## config.mk

```make
export PLATFORM = sky130hd
export DESIGN_NAME = spi_seq_ctrl
export DESIGN_NICKNAME = d
export VERILOG_FILES = /design/src/rtl/spi_seq_pkg.sv /design/src/rtl/spi_seq_timer.sv /design/src/rtl/spi_seq_ctrl.sv
export SDC_FILE = /design/constraint.sdc
export NUM_CORES = 1
export LEC_CHECK = 0
export BUFFER_PORTS_ARGS = -buffer_cell sky130_fd_sc_hd__buf_2
export CORE_MARGIN = 4
export CORE_UTILIZATION = 47
export CTS_BUF_LIST = sky130_fd_sc_hd__clkbuf_16
export CTS_CLUSTER_DIAMETER = 30
export DETAILED_ROUTE_END_ITERATION = 8
export PLACE_DENSITY = 0.82
export SYNTH_ARGS = -nofsm -noshare
export SYNTH_HDL_FRONTEND = slang
export SYNTH_HIERARCHICAL = 1
export SYNTH_SLANG_ARGS = --single-unit
```

## constraint.sdc

```tcl
create_clock -name clk_i -period 2.2 [get_ports clk_i]
set_clock_uncertainty 0.1 [all_clocks]
set_input_delay 0.44 -clock clk_i [delete_from_list [all_inputs] [get_ports clk_i]]
set_output_delay 0.44 -clock clk_i [all_outputs]
set_load 0.05 [all_outputs]
```

## src/rtl/spi_seq_pkg.sv

```systemverilog
// rtl/spi_seq_pkg.sv - shared types and constants for the SPI transaction sequencer
package spi_seq_pkg;

  localparam int SEQ_ADDR_W = 9;

  localparam logic [7:0] FILL_ONES  = 8'hFF;
  localparam logic [7:0] FILL_ZEROS = 8'h00;

  typedef enum logic [3:0] {
    S_IDLE,
    S_FETCH,
    S_LOAD,
    S_SEND,
    S_WAIT,
    S_STORE,
    S_GAP,
    S_DONE,
    S_ABORT
  } seq_state_t;

endpackage

```

## src/rtl/spi_seq_timer.sv

```systemverilog
// rtl/spi_seq_timer.sv - loadable down-counter shared by the GAP count and the WAIT timeout
module spi_seq_timer #(
  parameter int W = 11
) (
  input  logic         clk_i,
  input  logic         rst_i,
  input  logic         clr,
  input  logic         load,
  input  logic [W-1:0] load_val,
  output logic         expired
);

  logic [W-1:0] cnt;

  // Counts down to zero and parks there; expired marks the last cycle of the loaded window.
  always_ff @(posedge clk_i) begin
    if (rst_i || clr) begin
      cnt <= '0;
    end else if (load) begin
      cnt <= load_val;
    end else if (cnt != '0) begin
      cnt <= cnt - 1'b1;
    end
  end

  assign expired = (cnt == '0);

endmodule

```

## src/rtl/spi_seq_ctrl.sv

```systemverilog
// rtl/spi_seq_ctrl.sv - burst sequencer streaming TX buffer bytes through the SPI engine into the RX buffer
module spi_seq_ctrl
  import spi_seq_pkg::*;
#(
  parameter int ADDR_W     = SEQ_ADDR_W,
  parameter int GAP_CYCLES = 2,
  parameter int TIMEOUT    = 1024
) (
  input  logic              clk_i,
  input  logic              rst_i,
  input  logic              start_i,
  input  logic [ADDR_W-1:0] n_tx_end_i,
  input  logic              all_1s_i,
  input  logic              all_0s_i,
  output logic [ADDR_W-1:0] tx_addr_o,
  input  logic [7:0]        tx_data_i,
  output logic              spi_start_o,
  output logic [7:0]        spi_tx_data_o,
  input  logic              spi_done_i,
  input  logic [7:0]        spi_rx_data_i,
  output logic              rx_we_o,
  output logic [ADDR_W-1:0] rx_addr_o,
  output logic [7:0]        rx_data_o,
  output logic              cs_o,
  output logic              busy_o,
  output logic              done_o,
  output logic              err_o,
  output logic [ADDR_W:0]   n_rx_o
);

  localparam int TMAX = (TIMEOUT > GAP_CYCLES) ? TIMEOUT : GAP_CYCLES;
  localparam int TW   = $clog2(TMAX) + 1;
  localparam logic [TW-1:0] TO_LOAD  = TW'(TIMEOUT - 1);
  localparam logic [TW-1:0] GAP_LOAD = TW'(GAP_CYCLES - 1);

  seq_state_t        state, state_nx;
  logic [ADDR_W-1:0] idx, n_end;
  logic              ones_q, zeros_q, cs_q, seq_last;
  logic [7:0]        tx_byte, rx_byte;
  logic [ADDR_W:0]   n_rx;
  logic              tmr_clr, tmr_load, tmr_expired;
  logic [TW-1:0]     tmr_val;

  assign seq_last = (idx == n_end);

  always_ff @(posedge clk_i) begin
    if (rst_i) state <= S_IDLE;
    else       state <= state_nx;
  end

  always_comb begin
    state_nx = state;
    unique case (state)
      S_IDLE:  if (start_i) state_nx = S_FETCH;
      S_FETCH: state_nx = S_LOAD;
      S_LOAD:  state_nx = S_SEND;
      S_SEND:  state_nx = S_WAIT;
      S_WAIT: begin
        if (spi_done_i)       state_nx = S_STORE;
        else if (tmr_expired) state_nx = S_ABORT;
      end
      S_STORE: state_nx = seq_last ? S_DONE : S_GAP;
      S_GAP:   if (tmr_expired) state_nx = S_FETCH;
      S_DONE:  state_nx = S_IDLE;
      S_ABORT: state_nx = S_IDLE;
      default: state_nx = S_IDLE;
    endcase
  end

  always_comb begin
    spi_start_o = 1'b0;
    rx_we_o     = 1'b0;
    done_o      = 1'b0;
    err_o       = 1'b0;
    busy_o      = 1'b1;
    unique case (state)
      S_IDLE:  busy_o      = 1'b0;
      S_SEND:  spi_start_o = 1'b1;
      S_STORE: rx_we_o     = 1'b1;
      S_DONE:  done_o      = 1'b1;
      S_ABORT: err_o       = 1'b1;
      default: ;
    endcase
  end

  // One timer serves both windows: the timeout is armed in SEND, the gap in STORE.
  assign tmr_clr  = (state == S_IDLE);
  assign tmr_load = (state == S_SEND) || (state == S_STORE);
  assign tmr_val  = (state == S_SEND) ? TO_LOAD : GAP_LOAD;

  spi_seq_timer #(.W(TW)) u_timer (
    .clk_i    (clk_i),
    .rst_i    (rst_i),
    .clr      (tmr_clr),
    .load     (tmr_load),
    .load_val (tmr_val),
    .expired  (tmr_expired)
  );

  always_ff @(posedge clk_i) begin
    if (rst_i) begin
      idx     <= '0;
      n_end   <= '0;
      ones_q  <= 1'b0;
      zeros_q <= 1'b0;
      tx_byte <= '0;
      rx_byte <= '0;
      n_rx    <= '0;
      cs_q    <= 1'b1;
    end else begin
      // Driven from next state so CS falls in the first FETCH cycle and rises in DONE/ABORT.
      cs_q <= !(state_nx inside {S_FETCH, S_LOAD, S_SEND, S_WAIT, S_STORE, S_GAP});
      unique case (state)
        S_IDLE: begin
          if (start_i) begin
            n_end   <= n_tx_end_i;
            ones_q  <= all_1s_i;
            zeros_q <= all_0s_i;
            idx     <= '0;
            n_rx    <= '0;
          end
        end
        S_LOAD:  tx_byte <= ones_q ? FILL_ONES : (zeros_q ? FILL_ZEROS : tx_data_i);
        S_WAIT:  if (spi_done_i) rx_byte <= spi_rx_data_i;
        S_STORE: begin
          n_rx <= n_rx + 1'b1;
          if (!seq_last) idx <= idx + 1'b1;
        end
        default: ;
      endcase
    end
  end

  assign tx_addr_o     = idx;
  assign rx_addr_o     = idx;
  assign rx_data_o     = rx_byte;
  assign spi_tx_data_o = tx_byte;
  assign cs_o          = cs_q;
  assign n_rx_o        = n_rx;

endmodule

```

==> flow_summary.html, run 1 <==
<table>
<tr><th>Metric</th><th>Value</th></tr>
<tr><th colspan="2">STA</th></tr>
<tr><td>Final number of hold-violating endpoints</td><td>0</td></tr>
<tr><td>Time the final worst path needs with I/O delays and setup</td><td>roughly 2.1 ns</td></tr>
<tr><td>Portion of the clock cycle consumed by the worst path in the final layout</td><td>0.9383</td></tr>
<tr><td>Final setup margin</td><td>approximately 0.14 ns</td></tr>
<tr><td>Count of final setup violators</td><td>0</td></tr>
<tr><td>Count of pins over their slew limit</td><td>0</td></tr>
<tr><td>Highest clock rate</td><td>roughly 480 MHz</td></tr>
<tr><th colspan="2">Critical path</th></tr>
<tr><td>Critical path endpoint category</td><td>primary output</td></tr>
<tr><td>Data arrival time of the worst path</td><td>1.52 ns</td></tr>
<tr><td>Delay of the slowest critical-path stage</td><td>roughly 0.49 ns</td></tr>
<tr><td>Critical Path Start Type</td><td>flip-flop</td></tr>
<tr><td>Buf/Inv on CP</td><td>2</td></tr>
<tr><td>Crit path kind</td><td>flip-flop to primary output</td></tr>
<tr><td>CP most frequent cell</td><td>sky130_fd_sc_hd__nand2b_4</td></tr>
<tr><td>Family with the most delay on the worst path</td><td>flip-flops</td></tr>
<tr><td>Worst-path cell chain</td><td>nand2b_4 &gt; nand2b_4 &gt; clkinv_4 &gt; buf_2</td></tr>
<tr><td>Crit path required time</td><td>1.66 ns</td></tr>
<tr><td>Maximum net fanout on the critical path</td><td>13</td></tr>
<tr><td>Cell at the slowest stage of the critical path</td><td>sky130_fd_sc_hd__dfxtp_2</td></tr>
<tr><th colspan="2">Cells and area</th></tr>
<tr><td>Layout filler cell count</td><td>between 500 and 600</td></tr>
<tr><td>Final Util</td><td>0.6054</td></tr>
<tr><td>Number of inserted diodes</td><td>0</td></tr>
<tr><td>Layout Nets</td><td>roughly 480</td></tr>
<tr><td>Final instance area</td><td>~3800 sq um</td></tr>
<tr><td>Area delta synth-&gt;final</td><td>25.36%</td></tr>
<tr><td>Fraction of layout cells with a size suffix above 1</td><td>0.2898</td></tr>
<tr><th colspan="2">Floorplanning</th></tr>
<tr><td>Standard-cell rows</td><td>29</td></tr>
<tr><td>CORE AREA</td><td>around 6300 sq um</td></tr>
<tr><td>Top-level port count</td><td>a little over 80</td></tr>
<tr><td>X dimension of the die</td><td>88.55 microns</td></tr>
<tr><td>Die boundary height</td><td>88.55 microns</td></tr>
<tr><td>Area of the die</td><td>between 7000 and 8000 sq um</td></tr>
<tr><td>Starting Density</td><td>0.4830</td></tr>
<tr><th colspan="2">Synth</th></tr>
<tr><td>Most repeated cell in the gate-level netlist after synthesis</td><td>sky130_fd_sc_hd__dfxtp_1</td></tr>
<tr><td>Post-synthesis sequential area ratio</td><td>0.4071</td></tr>
<tr><td>Gate Count Post-Synth</td><td>about 370</td></tr>
<tr><td>Synth Cell Area</td><td>3049 sq um</td></tr>
<tr><td>Warnings, synthesis</td><td>6</td></tr>
<tr><td>Most instantiated flip-flop cell in the synthesis netlist</td><td>sky130_fd_sc_hd__dfxtp_1</td></tr>
<tr><td>Top post-synthesis cells by area</td><td>sky130_fd_sc_hd__dfxtp_1, sky130_fd_sc_hd__a21oi_1, sky130_fd_sc_hd__nand2_1</td></tr>
<tr><td>Cell type with the largest total area after synthesis</td><td>sky130_fd_sc_hd__dfxtp_1</td></tr>
<tr><td>Synth Net Count</td><td>slightly above 400</td></tr>
<tr><td>Share of flip-flops with an asynchronous set or reset after synthesis</td><td>0</td></tr>
<tr><td>Number of storage elements in the synthesis netlist</td><td>between 60 and 70</td></tr>
<tr><td>List of most frequent post-synthesis cells</td><td>sky130_fd_sc_hd__dfxtp_1, sky130_fd_sc_hd__nand2_1, sky130_fd_sc_hd__a21oi_1, sky130_fd_sc_hd__nor2_1, sky130_fd_sc_hd__nand3_1</td></tr>
<tr><td>Number of different library cells in the post-synthesis netlist</td><td>58</td></tr>
<tr><td>Post-Synthesis Mean Instance Area</td><td>~8.3 sq um</td></tr>
<tr><td>Share of the synthesized area in the top cell type</td><td>0.4071</td></tr>
<tr><td>Post-synth EDFFs</td><td>0</td></tr>
<tr><th colspan="2">CTS</th></tr>
<tr><td>Clock tree root driver cell</td><td>sky130_fd_sc_hd__clkbuf_16</td></tr>
<tr><td>CTS tree</td><td>built</td></tr>
<tr><td>Clk sink count</td><td>62</td></tr>
<tr><td>Number of buffers created by CTS</td><td>9</td></tr>
<tr><td>Maximum level of the CTS H-tree</td><td>3</td></tr>
<tr><td>Clock latency on the worst-skew pair</td><td>between 0.3 and 0.4 ns</td></tr>
<tr><td>Post-CTS clock slew at the launch and capture registers of the worst setup and hold paths</td><td>roughly 0.05 ns</td></tr>
<tr><td>Clock Path Buffers</td><td>2</td></tr>
<tr><td>CTS Hold Buffers Added</td><td>0</td></tr>
<tr><th colspan="2">GRT</th></tr>
<tr><td>Maximum number of pins on one net before global-route repair</td><td>31</td></tr>
<tr><td>Global-route wire length before repair</td><td>12,630 microns</td></tr>
<tr><td>Antenna violations before repair</td><td>0</td></tr>
<tr><td>Total grt overflow</td><td>0</td></tr>
<tr><td>Total routing resource utilization after global routing</td><td>0.2065</td></tr>
<tr><td>Via count of the first global-routing pass</td><td>~2,800</td></tr>
<tr><th colspan="2">Detailed routing</th></tr>
<tr><td>Drt first pass iters</td><td>4</td></tr>
<tr><td>Detailed-route wire length per cell</td><td>between 10 and 15 microns</td></tr>
<tr><td>DRC marker count from the first detailed-route iteration</td><td>approximately 170</td></tr>
<tr><td>Vias/cell</td><td>5.514</td></tr>
<tr><td>Remaining design rule violation count</td><td>0</td></tr>
<tr><td>Vias</td><td>2,917</td></tr>
<tr><td>Final wirelength</td><td>between 7000 and 8000 microns</td></tr>
<tr><td>ANT nets after route</td><td>0</td></tr>
<tr><th colspan="2">Min path</th></tr>
<tr><td>Hold Path Class</td><td>input pin to flip-flop</td></tr>
<tr><th colspan="2">Placed design</th></tr>
<tr><td>Detailed placement HPWL</td><td>roughly 5500 microns</td></tr>
<tr><td>Port Buffers</td><td>80</td></tr>
<tr><td>RD Place Congestion</td><td>roughly 0.87</td></tr>
<tr><td>Post-Place Cell Area</td><td>3523 sq um</td></tr>
<tr><td>Pre-CTS worst setup slack</td><td>0.1339 ns</td></tr>
<tr><th colspan="2">Power</th></tr>
<tr><td>Power per standard cell area</td><td>about 1200 nW/um^2</td></tr>
<tr><td>VDD IR-drop max</td><td>~0.68 mV</td></tr>
<tr><td>Static Leakage</td><td>between 0.0015 and 0.002 uW</td></tr>
<tr><th colspan="2">Status</th></tr>
<tr><td>Status</td><td>finished clean</td></tr>
<tr><th colspan="2">Flow run</th></tr>
<tr><td>Number of maximum-capacitance violations</td><td>0</td></tr>
</table>
through the flow:
| step | TNS [ns] | power (uW) | hold WS [ns] | instances |
|---|---|---|---|---|
| after floorplan | 0 | 2683 | 0.3363 | 369 |
| after global placement | 0 | 3052 | 0.3398 | 513 |
| after detailed placement | 0 | 3114 | 0.3470 | 513 |
| after CTS | 0 | 4466 | 0.2453 | 529 |
| after global routing | -0.006062 | 4744 | 0.2560 | 529 |
| final | 0 | 4467 | 0.2501 | 529 |
cell type report:
class	count	area (sq um)	share of cell area
clock buffers	9	225.2	0.05892
well taps	77	96.34	0.02520
repair buffers	99	543.0	0.1421
inverters	7	31.28	0.008183
clock inverters	7	57.56	0.01506
flip-flops and latches	62	1244	0.3254
multi-input cells	268	1625	0.4252
worst reg2reg max path, stage by stage, from the launching register on:
cell and delay, ns:
sky130_fd_sc_hd__dfxtp_1 0.32, sky130_fd_sc_hd__inv_1 0.10, sky130_fd_sc_hd__ha_1 0.22, sky130_fd_sc_hd__nor3b_2 0.23, sky130_fd_sc_hd__and3_1 0.20, sky130_fd_sc_hd__nand2b_1 0.14
sky130_fd_sc_hd__a22oi_1 0.08, sky130_fd_sc_hd__or3_1 0.34, sky130_fd_sc_hd__nand3_1 0.10, sky130_fd_sc_hd__nand4_1 0.09
power by group:
part | leakage, uW | internal [uW] | switching, uW
Combinational | 0.00102 | 811 | 927
Clock | 0.000143 | 857 | 484
Sequential | 0.000504 | 1250 | 134
Total | 0.00167 | 2920 | 1550
kinds of logic (layout without fill, tap and decap cells):
family	after synthesis	after routing	share of synthesized area
other	2	2	0.002463
buffers and inverters	39	122	0.07016
flip-flops	62	62	0.4071
AND/OR/NAND/NOR	153	153	0.2659
AO/OA/AOI/OAI	87	87	0.1736
XOR/XNOR	18	18	0.05170
multiplexers	5	5	0.01682
adder cells (fa/ha/maj)	3	3	0.01231
routing by layer:
layer,GRT usage,wire (microns),up-vias
met4,0.1140,133,0
met2,0.3365,3974,63
met3,0.04004,349,10
li1,-,-,1457
met1,0.2562,3215,1387
met5,0,0,-
path summary, 6_finish.rpt:
| path | from | end | slack, ns | cells past startpoint |
|---|---|---|---|---|
| worst max register to register | u_timer/cnt[0]$_SDFFE_PP0P_ | cs_o$_SDFF_PP1_ | 0.17 | 9 |
| worst max-delay path | state[2]$_SDFF_PP0_ | rx_we_o | 0.14 | 4 |
| worst min-delay path | n_tx_end_i[0] | n_end[0]$_SDFFE_PP0P_ | 0.25 | 3 |
| worst min register to register | rx_data_o[1]$_SDFFE_PP0P_ | rx_data_o[1]$_SDFFE_PP0P_ | 0.35 | 2 |
repair_timing:
| action | CTS | global route |
|---|---|---|
| setup endpoints to repair | 1 | 4 |
| buffers inserted | 0 | 0 |
| resized for setup | 1 | 3 |
cell usage in the layout, fill, tap and decap left out, types with 3 or more instances in the layout:
cell type	synthesis	routed
sky130_fd_sc_hd__mux2i_1	4	4
sky130_fd_sc_hd__clkbuf_16	0	9
sky130_fd_sc_hd__nand2_1	54	54
sky130_fd_sc_hd__a31oi_1	4	4
sky130_fd_sc_hd__xor2_1	10	10
sky130_fd_sc_hd__a211oi_1	10	10
sky130_fd_sc_hd__and3_1	3	3
sky130_fd_sc_hd__o211ai_1	3	3
sky130_fd_sc_hd__nor4_1	5	5
sky130_fd_sc_hd__nand3b_1	4	4
sky130_fd_sc_hd__nor3_1	7	6
sky130_fd_sc_hd__nand4_1	5	5
sky130_fd_sc_hd__inv_1	6	8
sky130_fd_sc_hd__or4_1	4	4
sky130_fd_sc_hd__nor2b_1	4	4
sky130_fd_sc_hd__dfxtp_1	62	60
sky130_fd_sc_hd__buf_2	7	80
sky130_fd_sc_hd__o21ai_0	8	8
sky130_fd_sc_hd__xnor2_1	8	8
sky130_fd_sc_hd__a21oi_1	44	44
sky130_fd_sc_hd__or3_1	11	11
sky130_fd_sc_hd__nand3_1	15	15
sky130_fd_sc_hd__ha_1	3	3
sky130_fd_sc_hd__nor2_1	25	25
sky130_fd_sc_hd__buf_4	10	19
state kept, by name, summed over array words and instances (netlist names):
| register | cells |
|---|---|
| cs_o | 1 |
| n_end | 9 |
| n_rx_o | 10 |
| ones_q | 1 |
| rx_addr_o | 9 |
| rx_data_o | 8 |
| spi_tx_data_o | 8 |
| state | 4 |
| u_timer/cnt | 11 |
| zeros_q | 1 |
No activity file was read; power rests on OpenSTA's default activity.
==> run 2: changes to the inputs <==
Settings changed: CTS_CLUSTER_SIZE set to 16, RECOVER_POWER set to 25.
==> run 2 against run 1 <==
Compared with the run above:
- die area stayed put
- utilization down 0.61 points
- critical endpoint unchanged
- flip-flop and latch count is the same
- total power fell by 0.26%
- non-clock buffer count is the same
- critical path type unchanged
- clock power about the same
- worst setup slack improved by 0.0027 ns
- final cell count unchanged
- fmax up 0.13%
==> flow_summary.html, run 2 (synthesis results as in run 1) <==
<table>
<tr><th>Metric</th><th>Value</th></tr>
<tr><th colspan="2">CTS</th></tr>
<tr><td>CTS Hold Buffers Added</td><td>0</td></tr>
<tr><td>Clock tree root driver cell</td><td>sky130_fd_sc_hd__clkbuf_16</td></tr>
<tr><td>Number of buffers created by CTS</td><td>9</td></tr>
<tr><td>Clk sink count</td><td>62</td></tr>
<tr><td>Post-CTS clock slew at the launch and capture registers of the worst setup and hold paths</td><td>0.05 ns</td></tr>
<tr><td>Clock latency on the worst-skew pair</td><td>0.33 ns</td></tr>
<tr><td>CTS tree</td><td>built</td></tr>
<tr><td>Clock Path Buffers</td><td>2</td></tr>
<tr><td>Maximum level of the CTS H-tree</td><td>3</td></tr>
<tr><th colspan="2">GRT</th></tr>
<tr><td>Via count of the first global-routing pass</td><td>2,774</td></tr>
<tr><td>Total routing resource utilization after global routing</td><td>0.2065</td></tr>
<tr><td>Maximum number of pins on one net before global-route repair</td><td>31</td></tr>
<tr><td>Total grt overflow</td><td>0</td></tr>
<tr><td>Global-route wire length before repair</td><td>about 13,000 microns</td></tr>
<tr><td>Antenna violations before repair</td><td>0</td></tr>
<tr><th colspan="2">Status</th></tr>
<tr><td>Status</td><td>finished clean</td></tr>
<tr><th colspan="2">Critical path</th></tr>
<tr><td>Crit path required time</td><td>around 1.7 ns</td></tr>
<tr><td>Delay of the slowest critical-path stage</td><td>0.49 ns</td></tr>
<tr><td>Maximum net fanout on the critical path</td><td>13</td></tr>
<tr><td>Crit path kind</td><td>flip-flop to primary output</td></tr>
<tr><td>Critical Path Start Type</td><td>flip-flop</td></tr>
<tr><td>Cell at the slowest stage of the critical path</td><td>sky130_fd_sc_hd__dfxtp_2</td></tr>
<tr><td>Critical path endpoint category</td><td>primary output</td></tr>
<tr><td>CP most frequent cell</td><td>sky130_fd_sc_hd__nand2b_4</td></tr>
<tr><td>Worst-path cell chain</td><td>nand2b_4 &gt; nand2b_4 &gt; clkinv_4 &gt; buf_2</td></tr>
<tr><td>Setup slack of the most critical reg-to-reg path</td><td>~0.18 ns</td></tr>
<tr><td>Data arrival time of the worst path</td><td>about 1.5 ns</td></tr>
<tr><th colspan="2">STA</th></tr>
<tr><td>Portion of the clock cycle consumed by the worst path in the final layout</td><td>0.9371</td></tr>
<tr><td>Final setup margin</td><td>between 0.1 and 0.15 ns</td></tr>
<tr><td>Count of final setup violators</td><td>0</td></tr>
<tr><td>Accumulated negative setup slack</td><td>0 ns</td></tr>
<tr><td>Count of pins over their slew limit</td><td>0</td></tr>
<tr><td>Post-route worst hold slack</td><td>roughly 0.25 ns</td></tr>
<tr><td>Highest clock rate</td><td>around 490 MHz</td></tr>
<tr><td>Time the final worst path needs with I/O delays and setup</td><td>2.062 ns</td></tr>
<tr><td>Transition time of the tightest slew-check pin</td><td>about 0.63 ns</td></tr>
<tr><td>Final number of hold-violating endpoints</td><td>0</td></tr>
<tr><td>Rel. slew slack</td><td>0.5812</td></tr>
<tr><th colspan="2">Detailed routing</th></tr>
<tr><td>Final wirelength</td><td>between 7000 and 8000 microns</td></tr>
<tr><td>Top layer reached by signal wires</td><td>met4</td></tr>
<tr><td>Drt first pass iters</td><td>4</td></tr>
<tr><td>Detailed-route wire length per cell</td><td>14.53 microns</td></tr>
<tr><td>Length of routed wiring on met1</td><td>roughly 3200 microns</td></tr>
<tr><td>ANT nets after route</td><td>0</td></tr>
<tr><td>Vias/cell</td><td>5.480</td></tr>
<tr><td>Routed met2 length</td><td>approximately 4000 microns</td></tr>
<tr><td>DRC marker count from the first detailed-route iteration</td><td>150</td></tr>
<tr><td>Length of routed met3 wiring</td><td>389 microns</td></tr>
<tr><td>Remaining design rule violation count</td><td>0</td></tr>
<tr><td>Vias</td><td>a little under 3,000</td></tr>
<tr><th colspan="2">Floorplanning</th></tr>
<tr><td>Top-level port count</td><td>a little over 80</td></tr>
<tr><td>CORE AREA</td><td>6314 sq um</td></tr>
<tr><td>Die boundary height</td><td>88.55 microns</td></tr>
<tr><td>X dimension of the die</td><td>between 80 and 90 microns</td></tr>
<tr><td>Standard-cell rows</td><td>29</td></tr>
<tr><td>Area of the die</td><td>between 7000 and 8000 sq um</td></tr>
<tr><td>Starting Density</td><td>0.4830</td></tr>
<tr><th colspan="2">Placed design</th></tr>
<tr><td>Pre-CTS worst setup slack</td><td>about 0.13 ns</td></tr>
<tr><td>Detailed placement HPWL</td><td>roughly 5500 microns</td></tr>
<tr><td>Cell total after placement</td><td>approximately 510</td></tr>
<tr><td>Port Buffers</td><td>80</td></tr>
<tr><td>RD Place Congestion</td><td>approximately 0.87</td></tr>
<tr><th colspan="2">Power</th></tr>
<tr><td>Static Leakage</td><td>around 0.0016 uW</td></tr>
<tr><td>Power per standard cell area</td><td>1178 nW/um^2</td></tr>
<tr><td>VDD IR-drop max</td><td>0.6799 mV</td></tr>
<tr><th colspan="2">Cells and area</th></tr>
<tr><td>Area delta synth-&gt;final</td><td>24.09%</td></tr>
<tr><td>Area of all sequential standard cells</td><td>approximately 1200 sq um</td></tr>
<tr><td>Biggest register</td><td>u_timer/cnt</td></tr>
<tr><td>Area of the multi-input gates</td><td>between 1500 and 2000 sq um</td></tr>
<tr><td>Commonest non-fill, non-tap cell in the layout</td><td>sky130_fd_sc_hd__dfxtp_1</td></tr>
<tr><td>Number of flip-flops under the largest register name</td><td>11</td></tr>
<tr><td>Final Util</td><td>0.5993</td></tr>
<tr><td>Final instance count without filler cells</td><td>529</td></tr>
<tr><td>Number of inserted diodes</td><td>0</td></tr>
<tr><td>Layout filler cell count</td><td>between 500 and 600</td></tr>
<tr><td>Fraction of layout cells with a size suffix above 1</td><td>0.2323</td></tr>
<tr><td>Most frequent cells in the layout</td><td>sky130_fd_sc_hd__dfxtp_1, sky130_fd_sc_hd__buf_2, sky130_fd_sc_hd__nand2_1, sky130_fd_sc_hd__a21oi_1</td></tr>
<tr><td>Layout Nets</td><td>a little under 500</td></tr>
<tr><th colspan="2">Flow run</th></tr>
<tr><td>Number of maximum-capacitance violations</td><td>0</td></tr>
<tr><th colspan="2">Min path</th></tr>
<tr><td>Hold Path Class</td><td>input pin to flip-flop</td></tr>
</table>
run 2: changes by cell type in the layout (fill, tap and decap cells not counted), sizes merged:
cell,previous run,this run
buf,99,74
clkbuf,9,34
run 2: routing by layer:
metal,global-route usage,vias to the layer above
met3,0.04004,13
met5,0,-
li1,-,1457
met2,0.3365,73
met4,0.1140,0
met1,0.2562,1356
run 2: worst paths after layout:
kind,startpoint,to,cells after the start
max,state[2]$_SDFF_PP0_,rx_we_o,4
min reg2reg,rx_data_o[1]$_SDFFE_PP0P_,rx_data_o[1]$_SDFFE_PP0P_,2
min,n_tx_end_i[0],n_end[0]$_SDFFE_PP0P_,3
max reg2reg,u_timer/cnt[0]$_SDFFE_PP0P_,cs_o$_SDFF_PP1_,10
run 2: area by class of cell:
| cell class | instances | share of cell area |
|---|---|---|
| inverters | 7 | 0.008267 |
| clock inverters | 7 | 0.01521 |
| repair buffers | 99 | 0.1346 |
| multi-input cells | 268 | 0.4282 |
| flip-flops and latches | 62 | 0.3287 |
| clock buffers | 9 | 0.05952 |
| well taps | 77 | 0.02546 |
run 2: where the power goes:
part	internal [uW]	total, uW	switching (uW)
clock network	857	1340	488
registers	1250	1390	134
logic	800	1720	924
run 2: what timing repair did:
| action | 4_1_cts | 5_1_grt |
|---|---|---|
| resized for setup | 1 | 3 |
| setup endpoints to repair | 1 | 4 |
| setup buffers | 0 | 0 |
| hold endpoints to repair | 0 | 0 |
run 2: stage by stage:
stage	area, sq um	total power, uW
4_1_cts	3807	4466
3_5_place_dp	3523	3114
5_1_grt	3784	4733
2_1_floorplan	3067	2683
6_report	3784	4456
3_3_place_gp	3523	3052
run 2: critical path, delay by kind of cell, from the launching register on:
family | cells | cell delay [ns]
flops | 1 | 0.49
buf+inv | 2 | 0.41
simple gates | 2 | 0.29
==> run 3: changes to the inputs <==
==> constraint.sdc (replaced) <==
create_clock -name clk_i -period 2.2 [get_ports clk_i]
set_clock_uncertainty 0.1 [all_clocks]
set_input_delay 0.33 -clock clk_i [delete_from_list [all_inputs] [get_ports clk_i]]
set_output_delay 0.33 -clock clk_i [all_outputs]
set_load 0.05 [all_outputs]
==> run 3 against run 2 <==
Compared with the run above:
- count of clock-buffer cells in the layout stayed put
- critical path depth stayed put
- fmax is 1.9% lower
- first-iteration DRC count is 18% higher
- clock power is 9% higher
- sequential power hardly changed
- non-clock buffer count is 1 lower
- global-route usage hardly changed
- via count is 2.9% higher
- wire length is 2.5% higher
==> flow_summary.html, run 3 (synthesis results as in run 1) <==
<table>
<tr><th>Metric</th><th>Value</th></tr>
<tr><th colspan="2">Cells and area</th></tr>
<tr><td>Fraction of layout cells with a size suffix above 1</td><td>0.2284</td></tr>
<tr><td>Number of inserted diodes</td><td>0</td></tr>
<tr><td>Final instance count without filler cells</td><td>about 530</td></tr>
<tr><td>Layout filler cell count</td><td>roughly 560</td></tr>
<tr><td>Most frequent cells in the layout</td><td>sky130_fd_sc_hd__dfxtp_1, sky130_fd_sc_hd__nand2_1, sky130_fd_sc_hd__buf_2, sky130_fd_sc_hd__a21oi_1, sky130_fd_sc_hd__clkbuf_1</td></tr>
<tr><td>Number of flip-flops under the largest register name</td><td>11</td></tr>
<tr><td>Biggest register</td><td>u_timer/cnt</td></tr>
<tr><td>Layout Nets</td><td>480</td></tr>
<tr><td>Commonest non-fill, non-tap cell in the layout</td><td>sky130_fd_sc_hd__dfxtp_1</td></tr>
<tr><td>Area delta synth-&gt;final</td><td>24.46%</td></tr>
<tr><td>Final Util</td><td>0.6011</td></tr>
<tr><th colspan="2">Placed design</th></tr>
<tr><td>RD Place Congestion</td><td>approximately 0.90</td></tr>
<tr><td>Detailed placement HPWL</td><td>between 5000 and 6000 microns</td></tr>
<tr><td>Pre-CTS worst setup slack</td><td>between 0.15 and 0.2 ns</td></tr>
<tr><td>Cell total after placement</td><td>~500</td></tr>
<tr><td>Port Buffers</td><td>80</td></tr>
<tr><th colspan="2">Floorplanning</th></tr>
<tr><td>Top-level port count</td><td>81</td></tr>
<tr><td>Area of the die</td><td>just under 8000 sq um</td></tr>
<tr><td>CORE AREA</td><td>between 6000 and 7000 sq um</td></tr>
<tr><td>Die boundary height</td><td>about 89 microns</td></tr>
<tr><td>X dimension of the die</td><td>between 80 and 90 microns</td></tr>
<tr><td>Standard-cell rows</td><td>29</td></tr>
<tr><td>Starting Density</td><td>0.4830</td></tr>
<tr><th colspan="2">STA</th></tr>
<tr><td>Accumulated negative setup slack</td><td>0 ns</td></tr>
<tr><td>Post-route worst hold slack</td><td>approximately 0.14 ns</td></tr>
<tr><td>Final setup margin</td><td>0.09785 ns</td></tr>
<tr><td>Final number of hold-violating endpoints</td><td>0</td></tr>
<tr><td>Rel. slew slack</td><td>0.5850</td></tr>
<tr><td>Highest clock rate</td><td>approximately 480 MHz</td></tr>
<tr><td>Transition time of the tightest slew-check pin</td><td>0.6251 ns</td></tr>
<tr><td>Setup repair after global routing missed its margin</td><td>false</td></tr>
<tr><td>Portion of the clock cycle consumed by the worst path in the final layout</td><td>0.9555</td></tr>
<tr><td>Count of final setup violators</td><td>0</td></tr>
<tr><td>Time the final worst path needs with I/O delays and setup</td><td>between 2 and 2.5 ns</td></tr>
<tr><td>Count of pins over their slew limit</td><td>0</td></tr>
<tr><th colspan="2">Critical path</th></tr>
<tr><td>R2R Path Start</td><td>state[2]$_SDFF_PP0_</td></tr>
<tr><td>Critical Path Start Type</td><td>flip-flop</td></tr>
<tr><td>Setup slack of the most critical reg-to-reg path</td><td>about 0.14 ns</td></tr>
<tr><td>Cell count of the worst reg-to-reg path</td><td>6</td></tr>
<tr><td>Critical path endpoint category</td><td>primary output</td></tr>
<tr><td>Reg-to-reg endpoint</td><td>rx_addr_o[6]$_SDFFE_PP0P_</td></tr>
<tr><td>Data arrival time of the worst path</td><td>around 1.7 ns</td></tr>
<tr><td>Launch point of the critical path</td><td>state[2]$_SDFF_PP0_</td></tr>
<tr><td>Critical Path End</td><td>rx_we_o</td></tr>
<tr><td>Crit path required time</td><td>about 1.8 ns</td></tr>
<tr><td>Maximum net fanout on the critical path</td><td>13</td></tr>
<tr><td>Crit path kind</td><td>flip-flop to primary output</td></tr>
<tr><th colspan="2">Power</th></tr>
<tr><td>VDD IR-drop max</td><td>between 0.7 and 0.8 mV</td></tr>
<tr><td>Power per standard cell area</td><td>roughly 1200 nW/um^2</td></tr>
<tr><td>Static Leakage</td><td>between 0.0015 and 0.002 uW</td></tr>
<tr><th colspan="2">CTS</th></tr>
<tr><td>Setup Fix Bufs, Post-CTS</td><td>0</td></tr>
<tr><td>Clock tree root driver cell</td><td>sky130_fd_sc_hd__clkbuf_16</td></tr>
<tr><td>Post-CTS clock slew at the launch and capture registers of the worst setup and hold paths</td><td>0.05 ns</td></tr>
<tr><td>CTS Hold Buffers Added</td><td>0</td></tr>
<tr><td>Clk sink count</td><td>62</td></tr>
<tr><td>Clock Path Buffers</td><td>2</td></tr>
<tr><td>Number of buffers created by CTS</td><td>9</td></tr>
<tr><td>CTS tree</td><td>built</td></tr>
<tr><td>Maximum level of the CTS H-tree</td><td>3</td></tr>
<tr><td>Clock latency on the worst-skew pair</td><td>0.32 ns</td></tr>
<tr><th colspan="2">GRT</th></tr>
<tr><td>Maximum number of pins on one net before global-route repair</td><td>31</td></tr>
<tr><td>Via count of the first global-routing pass</td><td>approximately 2,800</td></tr>
<tr><td>Global-route wire length before repair</td><td>roughly 13,000 microns</td></tr>
<tr><td>Met3 Track Usage GR</td><td>0.05214</td></tr>
<tr><td>Global-route track usage on met1</td><td>0.2491</td></tr>
<tr><td>Met2 track demand over resource in global routing</td><td>0.3481</td></tr>
<tr><td>Total grt overflow</td><td>0</td></tr>
<tr><td>Antenna violations before repair</td><td>0</td></tr>
<tr><td>Busiest metal layer after global routing</td><td>met2</td></tr>
<tr><td>Total routing resource utilization after global routing</td><td>0.2061</td></tr>
<tr><th colspan="2">Detailed routing</th></tr>
<tr><td>Drt first pass iters</td><td>7</td></tr>
<tr><td>Detailed-route wire length per cell</td><td>14.91 microns</td></tr>
<tr><td>ANT nets after route</td><td>0</td></tr>
<tr><td>Remaining design rule violation count</td><td>0</td></tr>
<tr><td>Final wirelength</td><td>7875 microns</td></tr>
<tr><td>Vias/cell</td><td>5.650</td></tr>
<tr><td>DRC marker count from the first detailed-route iteration</td><td>177</td></tr>
<tr><td>Vias</td><td>2,983</td></tr>
<tr><th colspan="2">Status</th></tr>
<tr><td>Status</td><td>finished clean</td></tr>
<tr><th colspan="2">Min path</th></tr>
<tr><td>Hold Crit Depth</td><td>3</td></tr>
<tr><td>Hold Path Class</td><td>input pin to flip-flop</td></tr>
<tr><th colspan="2">Flow run</th></tr>
<tr><td>Number of maximum-capacitance violations</td><td>0</td></tr>
</table>
[run 3: worst min path at each step]
| stage | startpoint | to | slack (ns) |
|---|---|---|---|
| 3_5_place_dp | zeros_q$_SDFFE_PP0P_ | zeros_q$_SDFFE_PP0P_ | 0.35 |
| 4_1_cts | n_tx_end_i[1] | n_end[1]$_SDFFE_PP0P_ | 0.14 |
| 3_3_place_gp | rx_data_o[1]$_SDFFE_PP0P_ | rx_data_o[1]$_SDFFE_PP0P_ | 0.34 |
| 5_1_grt | n_tx_end_i[6] | n_end[6]$_SDFFE_PP0P_ | 0.15 |
| 6_report | n_tx_end_i[2] | n_end[2]$_SDFFE_PP0P_ | 0.14 |
| 2_1_floorplan | zeros_q$_SDFFE_PP0P_ | zeros_q$_SDFFE_PP0P_ | 0.34 |
[run 3: layout make-up]
type | count | area [sq um] | share of cell area
repair buffers | 98 | 501.7 | 0.1322
clock buffers | 9 | 225.2 | 0.05935
flip-flops and latches | 62 | 1244 | 0.3277
inverters | 7 | 31.28 | 0.008243
well taps | 77 | 96.34 | 0.02539
clock inverters | 7 | 80.08 | 0.02110
multi-input cells | 268 | 1617 | 0.4260
[run 3: critical path: stages (launching register included)]
cell,delay [ns]
sky130_fd_sc_hd__dfxtp_1,0.62
sky130_fd_sc_hd__nand2b_4,0.11
sky130_fd_sc_hd__nand2b_4,0.21
sky130_fd_sc_hd__clkinv_4,0.13
sky130_fd_sc_hd__buf_2,0.28
[run 3: where the power goes]
group          switching (uW)  leakage [uW]  total [uW]  internal [uW]
Clock                     486      0.000153        1460            973
Sequential                138      0.000504        1390           1250
Combinational             941      0.000899        1730            791
Total                    1560       0.00156        4580           3020
[run 3: routing by layer]
layer / vias up / wire length, microns / part of all wire
met5: - / 0 / 0
met4: 0 / 87 / 0.011
met3: 11 / 527 / 0.067
met2: 108 / 3994 / 0.51
met1: 1415 / 3266 / 0.41
li1: 1449 / - / -
[run 3: stage by stage]
step	area (sq um)	total power (uW)
after floorplan	3067	2683
after global routing	3795	4842
after CTS	3822	4588
after detailed placement	3516	3098
final	3795	4582
after global placement	3516	3049
[run 3: repair_timing]
item / 4_1_cts / 5_1_grt
resized for setup: 1 / 2
setup endpoints to repair: 1 / 2
cloned: 0 / 0
pin swaps: 0 / 0
